$ cat src/rtl/fetch_stage_if.sv
// Instruction-memory request channel between the fetch stage and the instruction memory.
// A word moves when req and ack are both high in the same cycle; rdata is valid in that cycle.
interface fetch_stage_if;
    logic        req;
    logic [31:0] addr;
    logic        ack;
    logic [31:0] rdata;

    modport master (output req, output addr, input ack, input rdata);
    modport slave  (input req, input addr, output ack, output rdata);
endinterface

$ cat src/rtl/fetch_stage.sv
// Fetch front end: owns the PC, fetches over the imem channel, fills IF/ID,
// parks one word while the hazard unit stalls, and applies execute-stage redirects.
module fetch_stage #(
    parameter logic [31:0] RESET_PC  = 32'h0000_0000,
    parameter logic [31:0] NOP_INSTR = 32'h0000_0013
) (
    input  logic        i_clk,
    input  logic        i_rst_n,
    input  logic        i_brc_pc_sel,
    input  logic [31:0] i_pc_br,
    input  logic        i_stall,
    fetch_stage_if.master imem,
    output logic [31:0] o_pc_cur,
    output logic [31:0] o_pc_four,
    output logic [31:0] o_instr,
    output logic        o_valid,
    output logic        o_fsm_state
);

    typedef enum logic {FETCH = 1'b0, HOLD = 1'b1} state_t;

    state_t      state_q, state_d;
    logic [31:0] pc_q, pc_d;
    logic [31:0] ifid_pc_q, ifid_pc_d;
    logic [31:0] ifid_instr_q, ifid_instr_d;
    logic        ifid_valid_q, ifid_valid_d;
    logic [31:0] hold_pc_q, hold_pc_d;
    logic [31:0] hold_instr_q, hold_instr_d;
    logic        transfer;
    logic        unused_br_bits;

    // The request drops with reset itself so an in-flight fetch is abandoned at once.
    assign imem.req       = i_rst_n & (state_q == FETCH);
    assign imem.addr      = {pc_q[31:2], 2'b00};
    assign transfer       = imem.req & imem.ack;
    assign unused_br_bits = ^i_pc_br[1:0];

    always_ff @(posedge i_clk or negedge i_rst_n) begin
        if (!i_rst_n) begin
            state_q      <= FETCH;
            pc_q         <= RESET_PC;
            ifid_pc_q    <= 32'h0000_0000;
            ifid_instr_q <= NOP_INSTR;
            ifid_valid_q <= 1'b0;
            hold_pc_q    <= 32'h0000_0000;
            hold_instr_q <= 32'h0000_0000;
        end else begin
            state_q      <= state_d;
            pc_q         <= pc_d;
            ifid_pc_q    <= ifid_pc_d;
            ifid_instr_q <= ifid_instr_d;
            ifid_valid_q <= ifid_valid_d;
            hold_pc_q    <= hold_pc_d;
            hold_instr_q <= hold_instr_d;
        end
    end

    always_comb begin
        state_d      = state_q;
        pc_d         = pc_q;
        ifid_pc_d    = ifid_pc_q;
        ifid_instr_d = ifid_instr_q;
        ifid_valid_d = ifid_valid_q;
        hold_pc_d    = hold_pc_q;
        hold_instr_d = hold_instr_q;

        // A redirect beats stall, ack and state; a word landing this cycle is dropped.
        if (i_brc_pc_sel) begin
            pc_d         = {i_pc_br[31:2], 2'b00};
            ifid_instr_d = NOP_INSTR;
            ifid_valid_d = 1'b0;
            state_d      = FETCH;
        end else begin
            case (state_q)
                FETCH: begin
                    if (transfer) begin
                        pc_d = pc_q + 32'd4;
                        if (i_stall) begin
                            hold_pc_d    = pc_q;
                            hold_instr_d = imem.rdata;
                            state_d      = HOLD;
                        end else begin
                            ifid_pc_d    = pc_q;
                            ifid_instr_d = imem.rdata;
                            ifid_valid_d = 1'b1;
                        end
                    end else if (!i_stall) begin
                        ifid_instr_d = NOP_INSTR;
                        ifid_valid_d = 1'b0;
                    end
                end
                HOLD: begin
                    if (!i_stall) begin
                        ifid_pc_d    = hold_pc_q;
                        ifid_instr_d = hold_instr_q;
                        ifid_valid_d = 1'b1;
                        state_d      = FETCH;
                    end
                end
                default: state_d = FETCH;
            endcase
        end
    end

    assign o_pc_cur    = ifid_pc_q;
    assign o_pc_four   = ifid_pc_q + 32'd4;
    assign o_instr     = ifid_instr_q;
    assign o_valid     = ifid_valid_q;
    assign o_fsm_state = state_q;

endmodule

$ cat src/flat_wrapper.sv
// flat-port wrapper written by rule: the top's interface ports become plain ports
module fetch_stage_flat 
#(
    parameter logic [31:0] RESET_PC  = 32'h0000_0000,
    parameter logic [31:0] NOP_INSTR = 32'h0000_0013
)
  (i_clk, i_rst_n, i_brc_pc_sel, i_pc_br, i_stall, o_pc_cur, o_pc_four, o_instr, o_valid, o_fsm_state, imem_req, imem_addr, imem_ack, imem_rdata);
  fetch_stage_if imem_i ();
  input  logic i_clk;
  input  logic i_rst_n;
  input  logic i_brc_pc_sel;
  input  logic [31:0] i_pc_br;
  input  logic i_stall;
  output logic [31:0] o_pc_cur;
  output logic [31:0] o_pc_four;
  output logic [31:0] o_instr;
  output logic o_valid;
  output logic o_fsm_state;
  output wire logic [$bits(imem_i.req)-1:0] imem_req;
  output wire logic [$bits(imem_i.addr)-1:0] imem_addr;
  input wire logic [$bits(imem_i.ack)-1:0] imem_ack;
  input wire logic [$bits(imem_i.rdata)-1:0] imem_rdata;
  assign imem_req = imem_i.req;
  assign imem_addr = imem_i.addr;
  assign imem_i.ack = imem_ack;
  assign imem_i.rdata = imem_rdata;
  fetch_stage #(.RESET_PC(RESET_PC), .NOP_INSTR(NOP_INSTR)) u_core (.i_clk(i_clk), .i_rst_n(i_rst_n), .i_brc_pc_sel(i_brc_pc_sel), .i_pc_br(i_pc_br), .i_stall(i_stall), .imem(imem_i), .o_pc_cur(o_pc_cur), .o_pc_four(o_pc_four), .o_instr(o_instr), .o_valid(o_valid), .o_fsm_state(o_fsm_state));
endmodule
$ cat config.mk
export PLATFORM = sky130hd
export DESIGN_NAME = fetch_stage_flat
export DESIGN_NICKNAME = d
export VERILOG_FILES = /design/src/rtl/fetch_stage_if.sv /design/src/rtl/fetch_stage.sv /design/src/flat_wrapper.sv
export SDC_FILE = /design/constraint.sdc
export NUM_CORES = 1
export LEC_CHECK = 0
export CORE_ASPECT_RATIO = 1.1
export CORE_MARGIN = 10
export CORE_UTILIZATION = 44
export DETAILED_ROUTE_END_ITERATION = 10
export GPL_ROUTABILITY_DRIVEN = 1
export PLACE_DENSITY = 0.87
export SYNTH_ARGS = -nofsm -noshare
export SYNTH_HDL_FRONTEND = slang
export SYNTH_SLANG_ARGS = --single-unit
$ cat constraint.sdc
create_clock -name i_clk -period 1.85 [get_ports i_clk]
set_input_delay 0.2775 -clock i_clk [delete_from_list [all_inputs] [get_ports i_clk]]
set_output_delay 0.2775 -clock i_clk [all_outputs]
set_load 0.02 [all_outputs]
==> reports/metrics.cfg, run 1 <==
[setup_path]
worst-endpoint-arrival_ns=1.90
crit_path_start_kind=flip-flop
worstSetupPathType=reg2out
crit_fanout=9
worst_setup_path_end_kind=output pin
required_ns=1.57
rr_worst_depth=5

[clocking]
clock-sinks=156
worst_skew_pair.late_latency_ns=0.42
cts_root_buf=clkbuf_16
clkTransAtPathRegs_ns=0.06
htreeDepth=4
cts_tree=built
clockBufferDepth=2
numCtsBuffers=17

[synthesis]
synth_top_area_share_pct=50.7
yosys.area.top_type=dfrtp_1
synthArstFlopShare_pct=100
ys_seq_area_share_pct=51.7
synth_edf_count=0
synth_common_cells=dfrtp_1, nand2_1, mux2_2, o21ai_0, nor2_1
yosys-top-cells-area=dfrtp_1, mux2_2, mux2i_1
ys_warn_count=0
ys_types=50
syn_inst=712
syn_area_per_cell_um2=10.6
yosysMostFrequentCell=dfrtp_1
ys.flop_type=dfrtp_1
ys_ff_latch=156
synth_area_um2=7560

[detailed_routing]
vias_per_cell=5.48
drt_pass1_iterations=5
wl_per_cell_um=19.5
vias=6796
antenna_left=0
drt_iter0_markers=536
met3_length_um=1970
wirelength_um=24200
m1WireLength_um=9120
wl_met2_um=12500
top_layer=met5
drc=0

[status]
outcome=complete, but fails checks
violations=setup timing

[place]
place_hpwl_um=16600
dpl_worst_slack_ns=-0.418
place.gp.congestion=0.878
io_buffers=191

[sta]
tns_ns=-6.45
maxSlewHeadroom_pct=46.7
fmax_ghz=0.460
worst_pin_slew_ns=0.800
rsz0062_at_grt=yes
min_period_ns=2.18
fin_crit_sh_pct=118
skew_ns=0.00623
setup_viol=33
worst_slack_ns=-0.326
hold_viol=0
drv_slew=0

[die]
die_w_um=145
die_y_um=157
rows=50
die_area_um2=22800
num_io_pins=200
core_um2=17000
start_util_pct=44.6

[finish]
final_core_util_pct=68.1
nets=1064
area_growth_pct=52.9
drive_gt1_share_pct=32.7
antenna_cells=0

[power]
pwr_density_cell_nw_per_um2=957
max-vdd-ir-drop_mv=0.778
p_leak_nw=5.15

[global_routing]
grtUsageTotal_pct=20.4
grt_max_degree=152
grt_pass1_vias=6853
grt-ovfl-total=0
antenna_found_initial=1
grt_pass1_wl_um=37600

[job]
maxCapViolCount=0

[worst_hold_path]
hold_path_class=in2async

## power breakdown
part	switching [mW]	internal, mW	total, mW	leakage, nW
clock	1.40	1.92	3.32	0.255
sequential	0.381	4.01	4.39	1.88
combinational	1.71	1.64	3.35	3.02
## per-layer routing
metal	vias up	GRT usage [%]
met5	-	0
met4	2	6.81
met3	45	7.24
met2	256	35.6
met1	3356	22.9
li1	3137	-
## metrics by stage
| stage | cells | hold WS, ns | cell area [µm²] | power, mW |
|---|---|---|---|---|
| finish | 1240 | 0.0240 | 11600 | 11.1 |
| global route | 1240 | 0.0798 | 11600 | 11.6 |
| CTS | 1230 | 0.0750 | 11200 | 11.0 |
| detailed placement | 1188 | 0.237 | 10600 | 7.77 |
| global placement | 1188 | 0.235 | 10600 | 7.64 |
| floorplan | 717 | -0.0181 | 7810 | 6.02 |
## layout make-up
cell class | count | area [µm²]
Fill cell | 1216 | 5400
Clock inverter | 10 | 93.8
Multi-Input combinational cell | 497 | 3770
Sequential cell | 156 | 3950
Inverter | 8 | 30.0
Clock buffer | 22 | 464
Timing Repair Buffer | 313 | 2960
Tap cell | 234 | 293
## repair_timing
| item | 4_1_cts | 5_1_grt |
|---|---|---|
| pin swaps | 22 | 24 |
| setup buffers | 8 | 8 |
| resized for setup | 190 | 60 |
| hold endpoints to repair | 5 | 0 |
| endpoints found under the setup margin | 63 | 100 |
| hold buffers | 1 | 0 |
| gates cloned | 1 | 2 |
## worst max-delay path, cell delays in order, from the launching register on
cell     delay, ns
dfrtp_2       0.40
nand3_1       0.14
nor4_4        0.28
buf_6         0.17
nand4_1       0.15
xnor2_2       0.17
buf_4         0.15
## placed cells by master, fill, tap and decap left out, types with 20 or more instances in the layout
cell | netlist | layout
mux2_2 | 58 | 58
nor3_1 | 31 | 31
a221oi_1 | 29 | 29
nand3_1 | 28 | 22
o21ai_0 | 50 | 50
xnor2_2 | 0 | 20
mux2i_1 | 34 | 34
clkdlybuf4s50_1 | 0 | 111
dfrtp_1 | 153 | 125
nand2_1 | 70 | 67
buf_4 | 6 | 124
dlygate4sd2_1 | 0 | 30
nor2_1 | 49 | 47
dfrtp_2 | 0 | 27
## flip-flops by register name, summed over array words and instances (netlist names)
name	count
u_core.hold_instr_q	32
u_core.o_fsm_state	1
u_core.o_instr	32
u_core.o_pc_cur	30
u_core.pc_q	30
u_core.o_valid	1
u_core.hold_pc_q	30
## path summary, 6_finish.rpt
kind | from | endpoint | slack, ns
max reg2reg | u_core.pc_q[22]$_DFFE_PN0P_ | u_core.pc_q[31]$_DFFE_PN0P_ | -0.15
min | i_rst_n | u_core.o_pc_cur[25]$_DFFE_PN0P_ | 0.02
min reg2reg | u_core.hold_pc_q[23]$_DFFE_PN0P_ | u_core.hold_pc_q[23]$_DFFE_PN0P_ | 0.48
max in group asynchronous | i_rst_n | u_core.pc_q[3]$_DFFE_PN0P_ | 1.19
min in group i_clk | i_brc_pc_sel | u_core.pc_q[14]$_DFFE_PN0P_ | 0.37
max | u_core.o_pc_cur[7]$_DFFE_PN0P_ | o_pc_four[27] | -0.33
## kinds of logic (layout without fill, tap and decap cells)
| kind of cell | count (synthesis) | count (layout) | share of synthesized area [%] |
|---|---|---|---|
| muxes | 92 | 92 | 13.1 |
| xor gates and xnor gates | 39 | 39 | 4.52 |
| DFF | 156 | 156 | 51.7 |
| AOI/OAI and AO/OA | 115 | 115 | 9.90 |
| and+or+nand+nor | 243 | 243 | 16.2 |
| buffers and inverters | 64 | 353 | 4.14 |
| adders and majority gates | 2 | 2 | 0.331 |
| other | 1 | 6 | 0.0496 |
Note: power is estimated with default switching activity, not from simulation.
==> inputs of run 2 (changes only) <==
ABC_CLOCK_PERIOD_IN_PS = 1850   (was unset)
CORE_ASPECT_RATIO = 1.2   (was 1.1)
CORE_UTILIZATION = 45   (was 44)
CTS_BUF_LIST = sky130_fd_sc_hd__clkbuf_2   (was unset)
PLACE_DENSITY = 0.89   (was 0.87)
==> run 2 against run 1 <==
Against the previous run: count of clock-buffer cells in the layout down 4; via count up 2.8%; the run ends with DRC, setup timing left; hold slack improved by 0.030 ns; global-route usage decreased by 0.38 points; core utilization grew 2.3 points; largest power group unchanged; first-iteration DRC count fell by 0.93%; critical path type unchanged; total power fell by 11%; wire length increased by 1.1%; non-clock buffer count increased by 38; maximum frequency shrank 17%; critical path depth rose by 1; sequential power about the same.
==> reports/metrics.cfg, run 2 (same netlist as run 1, synthesis figures left out) <==
[sta]
rsz0062_at_grt=yes
worst_pin_slew_ns=0.788
fin_crit_sh_pct=141
min_period_ns=2.61
maxSlewHeadroom_pct=47.5
fmax_ghz=0.384
skew_ns=0.0412
hold_viol=0
fin_hold_ws_ns=0.0537
worst_slack_ns=-0.756
drv_slew=0
setup_viol=50

[die]
die_y_um=162
start_util_pct=46.3
die_area_um2=22400
num_io_pins=200
core_um2=16300
rows=51
die_w_um=138

[place]
place.gp.congestion=0.853
placed_cell_area_um2=10500
place_hpwl_um=16600
placed_cells=1165
io_buffers=191

[finish]
final_common_cell=buf_4
post-route-cell-area_um2=11500
area_growth_pct=52.4
most-common-layout-cells=buf_4, dfrtp_1, buf_6
nets=1102
drive_gt1_share_pct=44.4
fin_cells=1258

[detailed_routing]
vias_per_cell=5.55
vias=6985
wl_per_cell_um=19.4
wirelength_um=24400
drc=2
drt_iter0_markers=531
antenna_left=0
drt_pass1_iterations=8

[clocking]
htreeDepth=4
worst_skew_pair.late_latency_ns=0.78
cts_root_buf=clkbuf_2
clockBufferDepth=2
clkTransAtPathRegs_ns=0.24
cts_tree=built
clock-sinks=156
numCtsBuffers=17

[setup_path]
required_ns=1.57
r2r_slack_ns=-0.22
worst_setup_path_end_kind=output pin
reg2reg_from=u_core.pc_q[22]$_DFFE_PN0P_
worst-endpoint-arrival_ns=2.33
cp_top_family=flip-flops
cp_slowest_stage_delay_ns=0.46
worstSetupPathType=reg2out
crit_fanout=9
timing.critical_path.buf_inv=2
cp_cell_sequence=ha_4 > nand2_2 > nor4_4 > buf_6 > nand3_1 > xnor2_2 > buf_4
rr_endpoint=u_core.pc_q[28]$_DFFE_PN0P_
rr_worst_depth=5
crit_path_start_kind=flip-flop
cpMaxStageDelayCell=dfrtp_2

[global_routing]
grt_max_degree=62
grt-ovfl-total=0
antenna_found_initial=3
grt_pass1_wl_um=36900
grt_pass1_vias=7018
grtUsageTotal_pct=20.0

[power]
pwr_density_cell_nw_per_um2=859
p_leak_nw=5.13
max-vdd-ir-drop_mv=0.625

[status]
outcome=complete, but fails checks
violations=DRC, setup timing

[worst_hold_path]
whs_path_depth=3
hold_path_class=in2reg
hp-start=i_pc_br[30]
holdPathEnd=u_core.pc_q[30]$_DFFE_PN0P_

[job]
maxCapViolCount=0

run 2: cell count changes in the layout (fill, tap and decap cells not counted), moves of 8 or more:
cell | previous run | this run
buf_4 | 124 | 138
dlygate4sd2_1 | 30 | 6
clkdlybuf4s15_1 | 0 | 11
nand3_1 | 22 | 14
buf_2 | 2 | 18
clkbuf_16 | 19 | 1
clkdlybuf4s50_1 | 111 | 64
clkbuf_2 | 1 | 35
nand3_2 | 2 | 10
dlymetal6s2s_1 | 19 | 0
buf_6 | 14 | 85
run 2: worst min-delay path, cell delays in order:
cell and delay [ns]:
clkdlybuf4s50_1 0.40, nor2_1 0.11, a31oi_1 0.05
run 2: area by class of cell:
type                            instances  area (µm²)
Antenna cell                            2        5.00
Clock buffer                           18        90.1
Clock inverter                         14         148
Fill cell                            1134        4820
Inverter                                8        32.5
Multi-Input combinational cell        497        3850
Sequential cell                       156        3950
Tap cell                              212         265
Timing Repair Buffer                  351        3180
run 2: routing by layer:
metal | share of wire [%] | routed length [µm] | global-route usage, %
met1 | 38 | 9340 | 22.0
met2 | 50 | 12300 | 34.0
met3 | 8.3 | 2030 | 6.97
met4 | 3.1 | 762 | 9.74
met5 | 0.053 | 13 | 0
run 2: worst max-delay path by stage:
stage / endpoint / slack [ns] / startpoint / depth (start not counted)
after global routing: o_pc_four[24] / -0.93 / u_core.o_pc_cur[2]$_DFFE_PN0P_ / 7
after CTS: o_pc_four[24] / -0.80 / u_core.o_pc_cur[3]$_DFFE_PN0P_ / 7
final: o_pc_four[30] / -0.76 / u_core.o_pc_cur[3]$_DFFE_PN0P_ / 7
after floorplan: u_core.pc_q[28]$_DFFE_PN0P_ / -0.14 / u_core.pc_q[19]$_DFFE_PN0P_ / 5
after detailed placement: o_pc_four[27] / -0.45 / u_core.o_pc_cur[3]$_DFFE_PN0P_ / 6
after global placement: o_pc_four[24] / -0.41 / u_core.o_pc_cur[3]$_DFFE_PN0P_ / 7
run 2: what timing repair did:
| item | in CTS | in global routing |
|---|---|---|
| resized for setup | 506 | 183 |
| setup buffers | 25 | 35 |
| hold buffers | 1 | 2 |
| pin swaps | 24 | 29 |
| endpoints found under the hold margin | 93 | 2 |
| setup endpoints to repair | 135 | 131 |
| gates cloned | 2 | 1 |
run 2: metrics by stage:
step	utilization [%]	total power [mW]	TNS, ns	setup slack [ns]
finish	70.5	9.89	-18.38	-0.756
CTS	66.3	9.54	-18.91	-0.795
floorplan	-	6.02	-1.08	-0.136
global route	70.5	10.4	-23.88	-0.927
detailed placement	64.3	7.75	-21.34	-0.452
global placement	64.3	7.61	-15.75	-0.407
run 2: where the power goes:
part           total, mW  switching, mW  internal, mW
clock network       1.90           1.27         0.625
registers           4.36          0.361          4.00
logic               3.63           1.82          1.82
==> RTL change 1 (settings of run 1) <==
Reset style: synchronous (`i_rst_n`), changed in one clocked block.
--- a/src/rtl/fetch_stage.sv
+++ b/src/rtl/fetch_stage.sv
@@ -37,3 +37,3 @@
 
-    always_ff @(posedge i_clk or negedge i_rst_n) begin
+    always_ff @(posedge i_clk) begin
         if (!i_rst_n) begin
Formal check against the unedited RTL: differs if i_rst_n is asserted again (counterexample within 4 cycles, from zero or initial values and one cycle with i_rst_n low); with i_rst_n held inactive, the same outputs for 4 cycles.
==> RTL change 1 against run 1 <==
- maximum frequency is 3.1% lower
- synthesized area is 0.66% lower
- setup slack worse by 0.069 ns
- final cell count is 8.6% higher
- sequential cell count stayed put
- the flow still finishes with violations (negative setup slack)
- wire length is 4.5% higher
- utilization is 0.67 points lower
- design area is 1.4% lower
- non-clock buffer count is 11 lower
- die area is 0.57% lower
Power is not compared: it rests on default switching activity, and its combinational part moved more than twofold at a synthesized area within 25%.
==> RTL change 1: results (changes against run 1) <==
[global_routing]
antenna_found_initial = 3  ; +2
grt_pass1_wl_mm = 39.2  ; +4.1%
grt_pass1_vias = 7592  ; +11%
grt_use_total_pct = 21.4  ; +0.97 points

[worst_setup_path]
critPathArrivalTime_ns = 1.97  ; +0.07 ns
slowest_stage = dfxtp_2
critPathMaxStageDelay_ns = 0.33  ; -0.07 ns
cp_max_fo = 6  ; -3

[finish]
finalNetCount = 1195  ; +12%
drive_gt1_share_pct = 21.9  ; -11 points

[synth]
yosysSeqAreaShare_pct = 41.6  ; -10 points
ys_top_cells_by_area = dfxtp_1 42%, nand2_1 9.0%, a21boi_0 6.2%
netlist.area_leader.share_pct = 41.6  ; -9.1 points
synth_common_cells = 179 x nand2_1, 156 x dfxtp_1, 62 x a21boi_0, 58 x clkbuf_1, 39 x nor3_1
synth-main-ff-cell = dfxtp_1
ys_types = 53  ; +6.0%
synthCells = 876  ; +23%
synthArstFlopShare_pct = 0  ; -100 points

[run_status]
violations = negative setup slack
status = finished, violations left

[routing]
vias_per_cell = 5.72  ; +4.4%
wl_per_cell_um = 18.8  ; -3.8%
drtIter0Drc = 607  ; +13%
routed_wl_mm = 25.3  ; +4.5%

[place]
post-dp-hpwl_mm = 17.3  ; +4.5%
gp_congestion = 0.862  ; -1.8%
place_inst = 1299  ; +9.3%
dp_slack_ns = -0.455  ; -0.0363 ns

[sta]
setup_viol_count_final = 25  ; -24%
final.setup.worst_slack_ns = -0.394  ; -0.0686 ns
skew_ns = 0.00453  ; -0.00170 ns
max_slew_margin_pct = 64.0  ; +17 points

[min_path]
hold_path_class = in -> reg

-- RTL change 1: power by group --
part           internal (mW)  switching (mW)
registers               3.48          0.0953
logic                  0.614           0.671
clock network           2.52            1.37
total                   6.61            2.14
-- RTL change 1: final cells by class --
type,instances,area (um2)
Timing Repair Buffer,302,2880
Antenna cell,2,5.00
Clock buffer,19,433
Clock inverter,13,221
Tap cell,208,260
Fill cell,1251,5500
Inverter,6,22.5
Multi-Input combinational cell,641,4400
Sequential cell,156,3170
-- RTL change 1: cell families after synthesis --
logic type	share of synthesized area, %
simple gates	24.1
compound gates	20.5
flops	41.6
buf+inv	4.85
xor+xnor	4.43
mux	4.13
fa+ha+maj	0.333
other cells	0.0500
-- RTL change 1: timing repair --
action | CTS | global route
pin swaps | 16 | 14
cloned | 1 | 0
resized for setup | 182 | 56
setup buffers | 5 | 9
hold buffers | 0 | 0
setup endpoints to repair | 38 | 68
-- RTL change 1: final timing paths --
kind	from	to	slack (ns)	depth (start not counted)
worst max-delay path	u_core.o_pc_cur[12]	o_pc_four[30]	-0.39	6
worst max register to register	u_core.pc_q[10]	u_core.pc_q[19]	0.02	5
worst min register to register	u_core.hold_pc_q[28]	u_core.hold_pc_q[28]	0.46	2
worst min-delay path	i_rst_n	u_core.pc_q[31]	0.18	2
-- RTL change 1: through the flow --
stage / cell area [um2] / TNS (ns) / power, mW
after floorplan: 7710 / -0.245 / 4.27
after global routing: 11400 / -9.00 / 9.04
after CTS: 11200 / -5.96 / 8.79
after detailed placement: 10400 / -29.16 / 4.92
final: 11400 / -7.05 / 8.75
after global placement: 10400 / -21.55 / 4.89
-- RTL change 1: per-layer routing --
metal	track usage, %	vias up	wire length (um)
met5	0	-	25
met4	9.49	4	760
li1	-	3642	-
met2	36.2	330	12400
met3	7.56	62	2400
met1	23.6	3666	9680
==> RTL change 2 (settings of run 1) <==
Without the edit above. `NOP_INSTR` is set to 32'h0000_0013 in 2 places; all go to 32'h00000012.
--- a/src/rtl/fetch_stage.sv
+++ b/src/rtl/fetch_stage.sv
@@ -4,3 +4,3 @@
     parameter logic [31:0] RESET_PC  = 32'h0000_0000,
-    parameter logic [31:0] NOP_INSTR = 32'h0000_0013
+    parameter logic [31:0] NOP_INSTR = 32'h00000012
 ) (
--- a/src/flat_wrapper.sv
+++ b/src/flat_wrapper.sv
@@ -4,3 +4,3 @@
     parameter logic [31:0] RESET_PC  = 32'h0000_0000,
-    parameter logic [31:0] NOP_INSTR = 32'h0000_0013
+    parameter logic [31:0] NOP_INSTR = 32'h00000012
 )
Check against the original RTL: not equivalent (Yosys sat finds a counterexample within 4 cycles, from zero or initial values and one cycle with i_rst_n low).
==> RTL change 2 against run 1 <==
- largest cell class unchanged
- combinational power about the same
- the run ends with negative hold slack, negative setup slack left
- utilization up 0.38 points
- largest power group unchanged
- setup slack worse by 0.19 ns
- synthesized area increased by 0.31%
- wire length fell by 2.8%
- die area increased by 0.27%
- total power up 1.2%
- design area is 0.55% higher
- sequential cell count unchanged
- sequential share of layout area decreased by 0.20 points
- non-clock buffer count shrank 3
==> RTL change 2: results (changes against run 1) <==
[sta]
final.setup.worst_slack_ns = -0.517  ; -0.192 ns
max_slew_margin_pct = 38.8  ; -7.9 points
final.setup.tns_ns = -7.96  ; -1.51 ns
skew_ns = 0.00510  ; -0.00113 ns
finalHoldViolCount = 25  ; +25
timing.hold.ws_ns = -0.0602  ; -0.0843 ns
setup_viol_count_final = 24  ; -27%

[routing]
met2WireLength_mm = 12.0  ; -3.9%
vias_per_cell = 5.44  ; -0.78%
wl_per_cell_um = 19.0  ; -2.6%
vias = 6732  ; -0.94%
routed-wl-met3_mm = 1.70  ; -14%
drtIter0Drc = 418  ; -22%
met1_length_mm = 9.16  ; +0.42%

[global_routing]
use_met2_pct = 34.3  ; -1.2 points
grt_pass1_wl_mm = 36.5  ; -2.9%
antenna_found_initial = 3  ; +2
grt_use_total_pct = 19.5  ; -0.91 points
use_met3_pct = 7.08  ; -0.16 points
grt_start_max_net_pins = 157  ; +3.3%
met1_usage_pct = 21.3  ; -1.6 points

[synth]
synth_common_cells = 154 x dfrtp_1, 68 x nand2_1, 58 x mux2_2, 50 x nor2_1, 50 x o21ai_0
yosysSeqAreaShare_pct = 51.5  ; -0.18 points
ys_top_cells_by_area = dfrtp_1 51%, mux2_2 8.6%, mux2i_1 4.4%
avgSynthCellArea_um2 = 10.6  ; +0.17%
synth_compound_area_share_pct = 9.92  ; +0.018 points
synthAdderAreaFrac_pct = 0.330  ; -0.0010 points
ys_types = 48  ; -4.0%
muxShareOfSynthArea_pct = 13.0  ; -0.17 points

[place]
place_inst = 1183  ; -0.42%
gp_congestion = 0.869  ; -0.98%
dp_slack_ns = -0.483  ; -0.0652 ns
post-dp-hpwl_mm = 15.8  ; -4.7%

[power]
p_leak_nw = 5.18  ; +0.44%
ir_worst_vdd_mv = 0.651  ; -16%

[finish]
fillers = 1225  ; +0.74%
nFlopsAndLatches = 156  ; unchanged
drive_gt1_share_pct = 33.9  ; +1.2 points
buffers = 310  ; -0.96%
final-clk-cell-share_pct = 5.07  ; +0.24 points
buf_share_pct = 25.1  ; -0.56 points
final_util_pct = 68.5  ; +0.38 points

[run_status]
violations = negative hold slack, negative setup slack
status = finished, violations left

[worst_setup_path]
reg2reg_depth = 4  ; -1
critPathMaxStageDelay_ns = 0.37  ; -0.03 ns
critPathArrivalTime_ns = 2.09  ; +0.19 ns
r2r-end = u_core.pc_q[25]
r2r_slack_ns = 0  ; +0.15 ns
cp-startpoint = u_core.o_pc_cur[9]

[floorplan]
start_util_pct = 44.7  ; +0.14 points

## RTL change 2: cell count changes in the layout (fill, tap and decap cells not counted), moves of 4 or more
| cell | delta |
|---|---|
| nand3_1 | -11 |
| dlygate4sd2_1 | -9 |
| buf_6 | +8 |
| buf_4 | -6 |
| clkdlybuf4s50_1 | +6 |
| nand3_2 | +6 |
| nand2_1 | -5 |
| nand3_4 | +5 |
| dlymetal6s2s_1 | +4 |
## RTL change 2: repair_timing
action	in CTS	in global routing
setup endpoints to repair	58	60
buffers inserted	14	6
gates resized for setup	199	63
pin swaps	13	26
cloned	2	1
## RTL change 2: kinds of logic after synthesis
kind of cell | Yosys count
AO/OA/AOI/OAI | 115
XOR/XNOR | 39
adder cells (fa/ha/maj) | 2
buffers and inverters | 66
flip-flops | 156
multiplexers | 91
other | 1
AND/OR/NAND/NOR | 243
## RTL change 2: power by group
part	total, mW	switching (mW)	internal, mW
sequential	4.37	0.363	4.00
combinational	3.36	1.72	1.64
clock	3.46	1.37	2.09
total	11.2	3.45	7.74
